File: src/rtl/serial_rx.sv
// Oversampling asynchronous serial receiver: 8N1 frames, LSB first, with
// start-bit validation, framing-error reporting and back-to-back frame support.
module serial_rx #(
  parameter int unsigned OVERSAMPLE = 16
) (
  input  logic       clk,
  input  logic       reset,
  input  logic       inbit,
  output logic [7:0] databyte,
  output logic       valid,
  output logic       framing_err,
  output logic       receiving,
  output logic [3:0] count
);

  localparam int unsigned CntW = (OVERSAMPLE > 2) ? $clog2(OVERSAMPLE) : 1;
  localparam logic [CntW-1:0] CntHalf = CntW'(OVERSAMPLE / 2 - 1);
  localparam logic [CntW-1:0] CntLast = CntW'(OVERSAMPLE - 1);
  localparam logic [CntW-1:0] CntOne  = CntW'(1);

  typedef enum logic [1:0] {
    StIdle,
    StStart,
    StData,
    StStop
  } state_e;

  state_e          state_q;
  logic            sync1_q;
  logic            sync2_q;
  logic            prev_q;
  logic [2:0]      arm_q;
  logic [CntW-1:0] cnt_q;
  logic [3:0]      count_q;
  logic [7:0]      shift_q;
  logic [7:0]      databyte_q;
  logic            valid_q;
  logic            ferr_q;

  logic s_in;
  logic fall;

  assign s_in = sync2_q;

  // Reset presets the synchronizer to idle-high, so edges are ignored until
  // prev_q holds a real line sample; a line stuck low never starts a frame.
  assign fall = arm_q[2] & prev_q & ~s_in;

  always_ff @(posedge clk) begin
    if (reset) begin
      state_q    <= StIdle;
      sync1_q    <= 1'b1;
      sync2_q    <= 1'b1;
      prev_q     <= 1'b1;
      arm_q      <= 3'b000;
      cnt_q      <= '0;
      count_q    <= 4'd0;
      shift_q    <= 8'd0;
      databyte_q <= 8'd0;
      valid_q    <= 1'b0;
      ferr_q     <= 1'b0;
    end else begin
      sync1_q <= inbit;
      sync2_q <= sync1_q;
      prev_q  <= s_in;
      arm_q   <= {arm_q[1:0], 1'b1};
      valid_q <= 1'b0;
      ferr_q  <= 1'b0;

      unique case (state_q)
        StIdle: begin
          if (fall) begin
            state_q <= StStart;
            cnt_q   <= '0;
            count_q <= 4'd0;
          end
        end

        // Re-check the line at mid start bit to reject glitches.
        StStart: begin
          if (cnt_q == CntHalf) begin
            cnt_q   <= '0;
            state_q <= s_in ? StIdle : StData;
          end else begin
            cnt_q <= cnt_q + CntOne;
          end
        end

        StData: begin
          if (cnt_q == CntLast) begin
            cnt_q                 <= '0;
            shift_q[count_q[2:0]] <= s_in;
            count_q               <= count_q + 4'd1;
            if (count_q == 4'd7) begin
              state_q <= StStop;
            end
          end else begin
            cnt_q <= cnt_q + CntOne;
          end
        end

        StStop: begin
          if (cnt_q == CntLast) begin
            cnt_q   <= '0;
            state_q <= StIdle;
            if (s_in) begin
              databyte_q <= shift_q;
              valid_q    <= 1'b1;
            end else begin
              ferr_q <= 1'b1;
            end
          end else begin
            cnt_q <= cnt_q + CntOne;
          end
        end

        default: state_q <= StIdle;
      endcase
    end
  end

  assign databyte    = databyte_q;
  assign valid       = valid_q;
  assign framing_err = ferr_q;
  assign receiving   = (state_q != StIdle);
  assign count       = count_q;

endmodule

File: config.mk
export PLATFORM = sky130hd
export DESIGN_NAME = serial_rx
export DESIGN_NICKNAME = d
export VERILOG_FILES = /design/src/rtl/serial_rx.sv
export SDC_FILE = /design/constraint.sdc
export NUM_CORES = 1
export LEC_CHECK = 0
export CAP_MARGIN = 10
export CORE_UTILIZATION = 50
export CTS_BUF_LIST = sky130_fd_sc_hd__clkbuf_2
export DETAILED_ROUTE_END_ITERATION = 10
export PLACE_DENSITY = 0.82
export SKIP_LAST_GASP = 1
export SLEW_MARGIN = 20
export SYNTH_ARGS = -nofsm -noshare
export SYNTH_HDL_FRONTEND = slang
export SYNTH_SLANG_ARGS = --single-unit
File: constraint.sdc
create_clock -name clk -period 1.65 [get_ports clk]
set_input_delay 0.33 -clock clk [delete_from_list [all_inputs] [get_ports clk]]
set_output_delay 0.33 -clock clk [all_outputs]
set_load 0.01 [all_outputs]
### Word-level counts from Yosys, hierarchy flattened

Index checks and enable logic that the tools add are counted.

* flip-flop bits (word level): 34
* bits in latches: 0
* bits in writable memories: 0
* ROM bits: 0
* output and inout bits: 15
* logic and storage cells: 61
* memories kept: 0

* add/sub/neg operators: 2
* $mul: 0
* div/mod/pow operators: 0
* magnitude comparators: 2
* equal/unequal tests: 11
* shifts and indexed selects: 0
* multiplexer cells: 19
* bitwise operators: 5
* reduce and logical (&&, ||, !) cells: 10

Operators by type and width (number)
* $mux W4: 4
* $mux W2: 6
* $pmux W4 S3: 1
* $ne A2 B2 Y1 const B: 5
* $add A4 B1 Y4 const B: 2
* $bwmux W8: 1
* $eq A4 B3 Y1 const B: 2
* $pmux W2 S4: 1
* $pmux W4 S2: 1
* $reduce_and A3 Y1: 2
* $reduce_and A5 Y1: 1
* $eq A2 B2 Y1 const B: 2
* $eq A4 B4 Y1 const B: 1
* $lt A3 B4 Y1 const B: 1
* $mux W1: 4
* $reduce_bool A2 Y1: 2
* $demux W1 S3: 1
* $ge A3 B1 Y1 const B: 1
* $not A1 Y1: 3
* $reduce_or A3 Y1: 1
* $and A1 B1 Y1: 2
* $eq A2 B1 Y1 const B: 1
* $logic_not A2 Y1: 1
* $reduce_and A2 Y1: 1
* 2 further kinds: 2

### Logic depth before layout (Yosys ltp)

Gate-level depths: netlist of the first run.

* depth in word-level cells: 5
* gate-level depth with buffers: 6

### Worst setup path after synthesis of the first run

OpenSTA, ideal clock, no wires.

* path kind: reg-to-reg
* start point: reg cnt_q[0]
* end point: reg state_q[0]
* setup time: 0.070 ns
* data arrival time: 1.486 ns
* required time: 1.580 ns
* setup slack: 0.094 ns
* cell stages (with the launch flop): 6
* buffers on the path: 0
* cells stage by stage: dfxtp_1 > ha_1 > nand4bb_1 > and3_4 > or4b_1 > a21oi_1

* word-level cells in the longest chain between the ends: 3
* elaborated cells between the ends (all ways): 6
* those cells by class: 5 x eq/ne; 1 x reduce/logical

Ends and longest elaborated chain
* from (decl): RTL line 33 `logic [CntW-1:0] cnt_q;`
* from (signal assigned): RTL line 85 `cnt_q <= cnt_q + CntOne;`
* from (signal assigned): RTL line 98 `cnt_q <= cnt_q + CntOne;`
* from (signal assigned): RTL line 113 `cnt_q <= cnt_q + CntOne;`
* $eq A4 B4 Y1 / $eq A4 B3 Y1 (equally long branches): RTL line 90, 103, 81
* $ne A2 B2 Y1 (no line)
* $reduce_and A5 Y1 (no line) (*)
* to (signal assigned): RTL line 95 `state_q <= StStop;`
* to (signal assigned): RTL line 105 `state_q <= StIdle;`
* to (signal assigned): RTL line 117 `default: state_q <= StIdle;`
* to (decl): RTL line 28 `state_e state_q;`

Mark *: on every way between the ends. The rest lies on a longest branch, timed or not.
A chain may end at the register's enable or synchronous reset.

### Worst setup path after layout of the first run

* start point: reg databyte_q[1], in the netlist databyte[1]
* end point: out databyte[1]

RTL lines
* from (decl): RTL line 36 `logic [7:0] databyte_q;`
* from (signal assigned): RTL line 107 `databyte_q <= shift_q;`
* to (decl): RTL line 9 `output logic [7:0] databyte,`

No word-level cell between the ends.

==> flow_summary.toml, run 1 <==
[run]
max_cap_violations = 0

[placed_design]
placed_area_sq_um = 1630
portBuffers = 17
dp_hpwl_mm = 1.94
pre_cts_slack_ps = -7.89
gp_congestion = 0.801
dpl.cell_count = 191

[power]
p_seq_share_pct = 59.2
power_leakage_nw = 0.814
power_mw = 1.40
switching_share_pct = 20.5
intPower_mw = 1.11
power.density_nw_per_um2 = 797
peakVddDrop_mv = 1.02
clkPwrFrac_pct = 38.2
netSwitchingPower_mw = 0.286
p_comb_share_pct = 2.6

[yosys]
yosysSeqAreaShare_pct = 48.9
ys_types = 31
syn_inst = 144
synthesis.area_sq_um = 1390
ys_warn_count = 0
ys_ff_latch = 34
synth_nets = 149
netlist_top_cells_area = "dfxtp_1 (49%), mux2i_1 (12%), nor2_1 (5.7%), nand4b_1 (2.5%), nand4_1 (2.2%)"
yosysTopAreaCellShare_pct = 48.9
avgSynthCellArea_sq_um = 9.67
yosysTopAreaCell = "dfxtp_1"

[clocking]
htree_num_levels = 2
clock_latency_ps = 370
clk_pin_slew_ps = 150
cts.sinks = 34
clockBufferDepth = 2
tritoncts = "done"
cts-root-buf = "clkbuf_2"
cts_made_buffers = 5

[sta]
hold_slack_ps = 434
period_share_pct = 96.4
fin_ws_ps = 59.5
slew_headroom_pct = 68.8
skew_ps = 6.70
maxSlewViolCount = 0
hold_viol = 0
period_needed_ps = 1590
max_freq_ghz = 0.629
rsz0062_at_grt = "true"
worstMarginPinSlew_ps = 464
tns_ps = 0
setup_viol = 0

[final_layout]
fin_area_sq_um = 1750
n_antenna_cell = 0
fill_cells = 200
syn_to_final_growth_pct = 25.7
drive_above_1_share_pct = 23.5
final_util_pct = 68.8
finalNonFillerCells = 200
nets = 174

[routing]
firstDrtPassIters = 5
wire_per_inst_microns = 13.5
num_vias = 1099
ant_nets = 0
viasPerCell = 5.50
drt-initial-drc-count = 22
drc = 0
routed_wirelength_mm = 2.70

[worst_setup_path]
arrival_ps = 1260
timing.critical_path.buf_inv = 1
crit_fanout = 2
crit_path_top_delay_cell = "clkdlybuf4s50_1"
rrSetupSlack_ps = 60
critPathKind = "register to primary output"
crit_path_start_kind = "register"
crit_chain = "clkdlybuf4s50_1"
required_ps = 1320
cp_slowest_stage_delay_ps = 530
worstSetupEndpointType = "primary output"
cp_top_family = "buffers and inverters"

[floorplan]
die_width_microns = 54.8
die_y_microns = 54.8
rows = 18
die-area_sq_um = 3000
fp.coreArea_sq_um = 2540
num_io_pins = 18
initial_core_util_pct = 54.7

[global_routing]
grt_remaining_overflow = 0
grt_pass1_vias = 1033
grt_max_degree = 18
grt_pass1_wl_mm = 4.45
grt_usage_pct = 21.9
antenna_found_initial = 0

[run_status]
status = "completed"

[worst_hold_path]
hold_class = "register to register"
path summary, 6_finish.rpt:
check | from | end | cells after the start
min | sync1_q | s_in | 1
min reg2reg | sync1_q | s_in | 1
max | databyte[1] | databyte[1] | 1
max reg2reg | register | state_q[0] | 5
Yosys cell counts:
cell	instances
dfxtp_1	34
nor2_1	21
mux2i_1	17
a21oi_1	5
clkbuf_1	5
nand2_1	5
nand4_1	5
nor2b_1	5
nor3_1	5
nand3_1	4
nand4b_1	4
or2_2	4
inv_1	3
nand3b_1	3
o21ai_0	3
and2_1	2
buf_2	2
ha_1	2
or4b_1	2
xor2_1	2
a22oi_1	1
and3_4	1
and4b_1	1
buf_4	1
buf_6	1
nand2_2	1
nand4bb_1	1
nor2_2	1
o21ba_2	1
o221a_2	1
or2_1	1
cell type report:
| cell class | instances | area (sq um) | area share [%] |
|---|---|---|---|
| tap | 30 | 37.5 | 2.14 |
| inverter | 3 | 11.3 | 0.643 |
| clock inverter | 1 | 30.0 | 1.72 |
| clock buffer | 7 | 35.0 | 2.00 |
| timing repair buffer | 27 | 268 | 15.3 |
| multi-input combinational | 98 | 668 | 38.2 |
| sequential | 34 | 701 | 40.0 |
cell families (layout without fill, tap and decap cells):
kind of cell | Yosys count | count (layout) | share of synthesized area (%)
and+or+nand+nor | 66 | 66 | 26.7
DFF | 34 | 34 | 48.9
muxes | 17 | 17 | 12.2
buffers and inverters | 12 | 38 | 4.22
AOI/OAI and AO/OA | 11 | 11 | 4.94
adders and majority gates | 2 | 2 | 1.80
xor gates and xnor gates | 2 | 2 | 1.26
power groups by stage:
stage          registers (mW)  logic [mW]  clock network (mW)
2_1_floorplan           0.848      0.0211                   0
3_3_place_gp            0.849      0.0343                   0
3_5_place_dp            0.849      0.0361                   0
4_1_cts                 0.827      0.0367               0.542
5_1_grt                 0.828      0.0401               0.575
6_report                0.827      0.0364               0.533
registers in the layout, summed over array words and instances (netlist names), named ones only:
signal	flops
databyte	8
shift_q	8
cnt_q	4
count	4
arm_q	3
framing_err	1
prev_q	1
s_in	1
state_q	1
sync1_q	1
valid	1
metal layers:
metal | GRT usage, % | vias to the layer above | part of all wire (%)
met5 | 0 | - | 0
met4 | 9.83 | 0 | 2.0
met3 | 8.61 | 9 | 4.3
met2 | 35.9 | 20 | 50
met1 | 24.6 | 523 | 43
li1 | - | 547 | -
timing repair:
item | in CTS | in global routing
setup buffers | 1 | 0
hold buffers | 0 | 0
resized for setup | 14 | 14
endpoints found under the setup margin | 5 | 12
pin swaps | 0 | 1
cells in the final DEF, fill, tap and decap left out, types with 4 or more instances in the layout:
| cell | synthesis | final |
|---|---|---|
| a21oi_1 | 5 | 5 |
| buf_4 | 1 | 9 |
| clkbuf_2 | 0 | 8 |
| clkdlybuf4s50_1 | 0 | 7 |
| dfxtp_1 | 34 | 24 |
| dfxtp_2 | 0 | 7 |
| dlymetal6s2s_1 | 0 | 7 |
| mux2i_1 | 17 | 17 |
| nand2_1 | 5 | 5 |
| nand3_1 | 4 | 4 |
| nand4_1 | 5 | 5 |
| nand4b_1 | 4 | 4 |
| nor2_1 | 21 | 21 |
| nor2b_1 | 5 | 5 |
| nor3_1 | 5 | 5 |
| or2_2 | 4 | 4 |
Power figures use the tool's default switching activity.
==> run 2: changes to the inputs <==
--- a/config.mk
+++ b/config.mk
@@ -10,6 +10,8 @@
 export CTS_BUF_LIST = sky130_fd_sc_hd__clkbuf_2
 export DETAILED_ROUTE_END_ITERATION = 10
 export PLACE_DENSITY = 0.82
+export RECOVER_POWER = 25
+export SETUP_SLACK_MARGIN = 0.5
 export SKIP_LAST_GASP = 1
 export SLEW_MARGIN = 20
 export SYNTH_ARGS = -nofsm -noshare
==> run 2 against run 1 <==
Global-route usage up 3.2 points. Count of clock-buffer cells in the layout down 1. Critical path depth up 3. Wire length up 35%. Final area up 15%. Flip-flop and latch count unchanged. Worst hold slack worse by 3.1 ps. Largest cell class is now multi-input combinational cells. Largest power group unchanged.
==> flow_summary.toml, run 2 (same netlist as run 1, synthesis figures left out) <==
[clocking]
tritoncts = "done"
clk_pin_slew_ps = 170
htree_num_levels = 2
cts-root-buf = "clkbuf_2"
cts.sinks = 34
clock_latency_ps = 390
postCtsHoldBufs = 0
cts_made_buffers = 5
clockBufferDepth = 2

[sta]
slew_headroom_pct = 49.7
tns_ps = 0
worstMarginPinSlew_ps = 755
hold_viol = 0
period_share_pct = 96.8
skew_ps = 13.2
rsz0062_at_grt = "true"
maxSlewViolCount = 0
max_freq_ghz = 0.626
setup_viol = 0
period_needed_ps = 1600

[worst_setup_path]
rrSetupSlack_ps = 50
timing.critical_path.buf_inv = 0
worstSetupEndpointType = "register"
cp_top_family = "simple AND/OR/NAND/NOR gates"
critPathKind = "register to register"
required_ps = 1960
crit_fanout = 7
arrival_ps = 1900
crit_path_start_kind = "register"
crit_chain = "or2_4, and3_4, or4b_1, a21oi_1"
crit_path_top_delay_cell = "or4b_1"
cp_slowest_stage_delay_ps = 460

[global_routing]
grt_pass1_vias = 1172
grt_max_degree = 17
grt_pass1_wl_mm = 5.11
grt_usage_pct = 25.1
grt_remaining_overflow = 0
antenna_found_initial = 0

[power]
power_leakage_nw = 0.817
power.density_nw_per_um2 = 621
peakVddDrop_mv = 0.744
power_mw = 1.25

[routing]
viasPerCell = 5.38
ant_nets = 0
firstDrtPassIters = 4
num_vias = 1194
wire_per_inst_microns = 16.4
drc = 0
routed_wirelength_mm = 3.65
drt-initial-drc-count = 16

[worst_hold_path]
hold_class = "register to register"

[floorplan]
rows = 18
die-area_sq_um = 3000
num_io_pins = 18
initial_core_util_pct = 54.7
die_width_microns = 54.8
die_y_microns = 54.8
fp.coreArea_sq_um = 2540

[final_layout]
syn_to_final_growth_pct = 44.6
final_util_pct = 79.1
layout_common_cells = "buf_6 (26), nor2_1 (21), dfxtp_1 (18)"
nets = 196
layout_commonest_cell = "buf_6"
n_antenna_cell = 0
drive_above_1_share_pct = 45.3

[run]
max_cap_violations = 0

[placed_design]
portBuffers = 17
dp_hpwl_mm = 1.91
gp_congestion = 0.860

[run_status]
status = "completed"
run 2: changes by cell type in the layout (fill, tap and decap cells not counted), moves of 3 or more:
| cell | before | now |
|---|---|---|
| buf_6 | 0 | 26 |
| dfxtp_1 | 24 | 18 |
| clkdlybuf4s50_1 | 7 | 1 |
| buf_4 | 9 | 17 |
| dfxtp_4 | 3 | 6 |
| dlymetal6s2s_1 | 7 | 0 |
| dfxtp_2 | 7 | 10 |
run 2: report_power, final:
part           internal, mW  total (mW)  switching [mW]
clock network         0.104       0.386           0.282
logic                0.0181      0.0405          0.0224
registers             0.819       0.824         0.00465
total                 0.941        1.25           0.309
run 2: timing repair:
| item | 4_1_cts | 5_1_grt |
|---|---|---|
| setup endpoints to repair | 43 | 41 |
| pin swaps | 12 | 16 |
| gates resized for setup | 107 | 17 |
| cloned | 1 | 0 |
| buffers inserted | 17 | 7 |
run 2: path summary, 6_finish.rpt:
check             start         end  cells past startpoint
min             sync1_q        s_in                      1
min reg2reg     sync1_q        s_in                      1
max          state_q[0]  state_q[0]                      4
max reg2reg  state_q[0]  state_q[0]                      4
run 2: metal layers:
layer | vias to the layer above | GRT usage (%) | wire, microns
li1 | 592 | - | -
met1 | 569 | 25.9 | 1510
met2 | 24 | 45.8 | 1940
met3 | 9 | 6.39 | 123
met4 | 0 | 12.8 | 72
met5 | - | 0 | 0
run 2: worst register-to-register path, cell delays in order (launching register included):
cell	delay (ps)
dfxtp_4	400
or2_4	290
and3_4	200
or4b_1	460
a21oi_1	170
run 2: layout make-up:
cell class	count	area, sq um
clock inverter	2	8.76
timing repair buffer	49	473
clock buffer	6	30.0
multi-input combinational	98	737
sequential	34	716
inverter	3	11.3
tap	30	37.5
fill	166	532
run 2: stage by stage:
stage	hold WS [ps]	setup slack (ps)	area, sq um	std cells
after global routing	474	34.8	2010	222
after floorplan	389	149	1430	144
after detailed placement	394	47.4	1620	189
after CTS	432	127	1890	215
final	431	52.7	2010	222
after global placement	392	129	1620	189
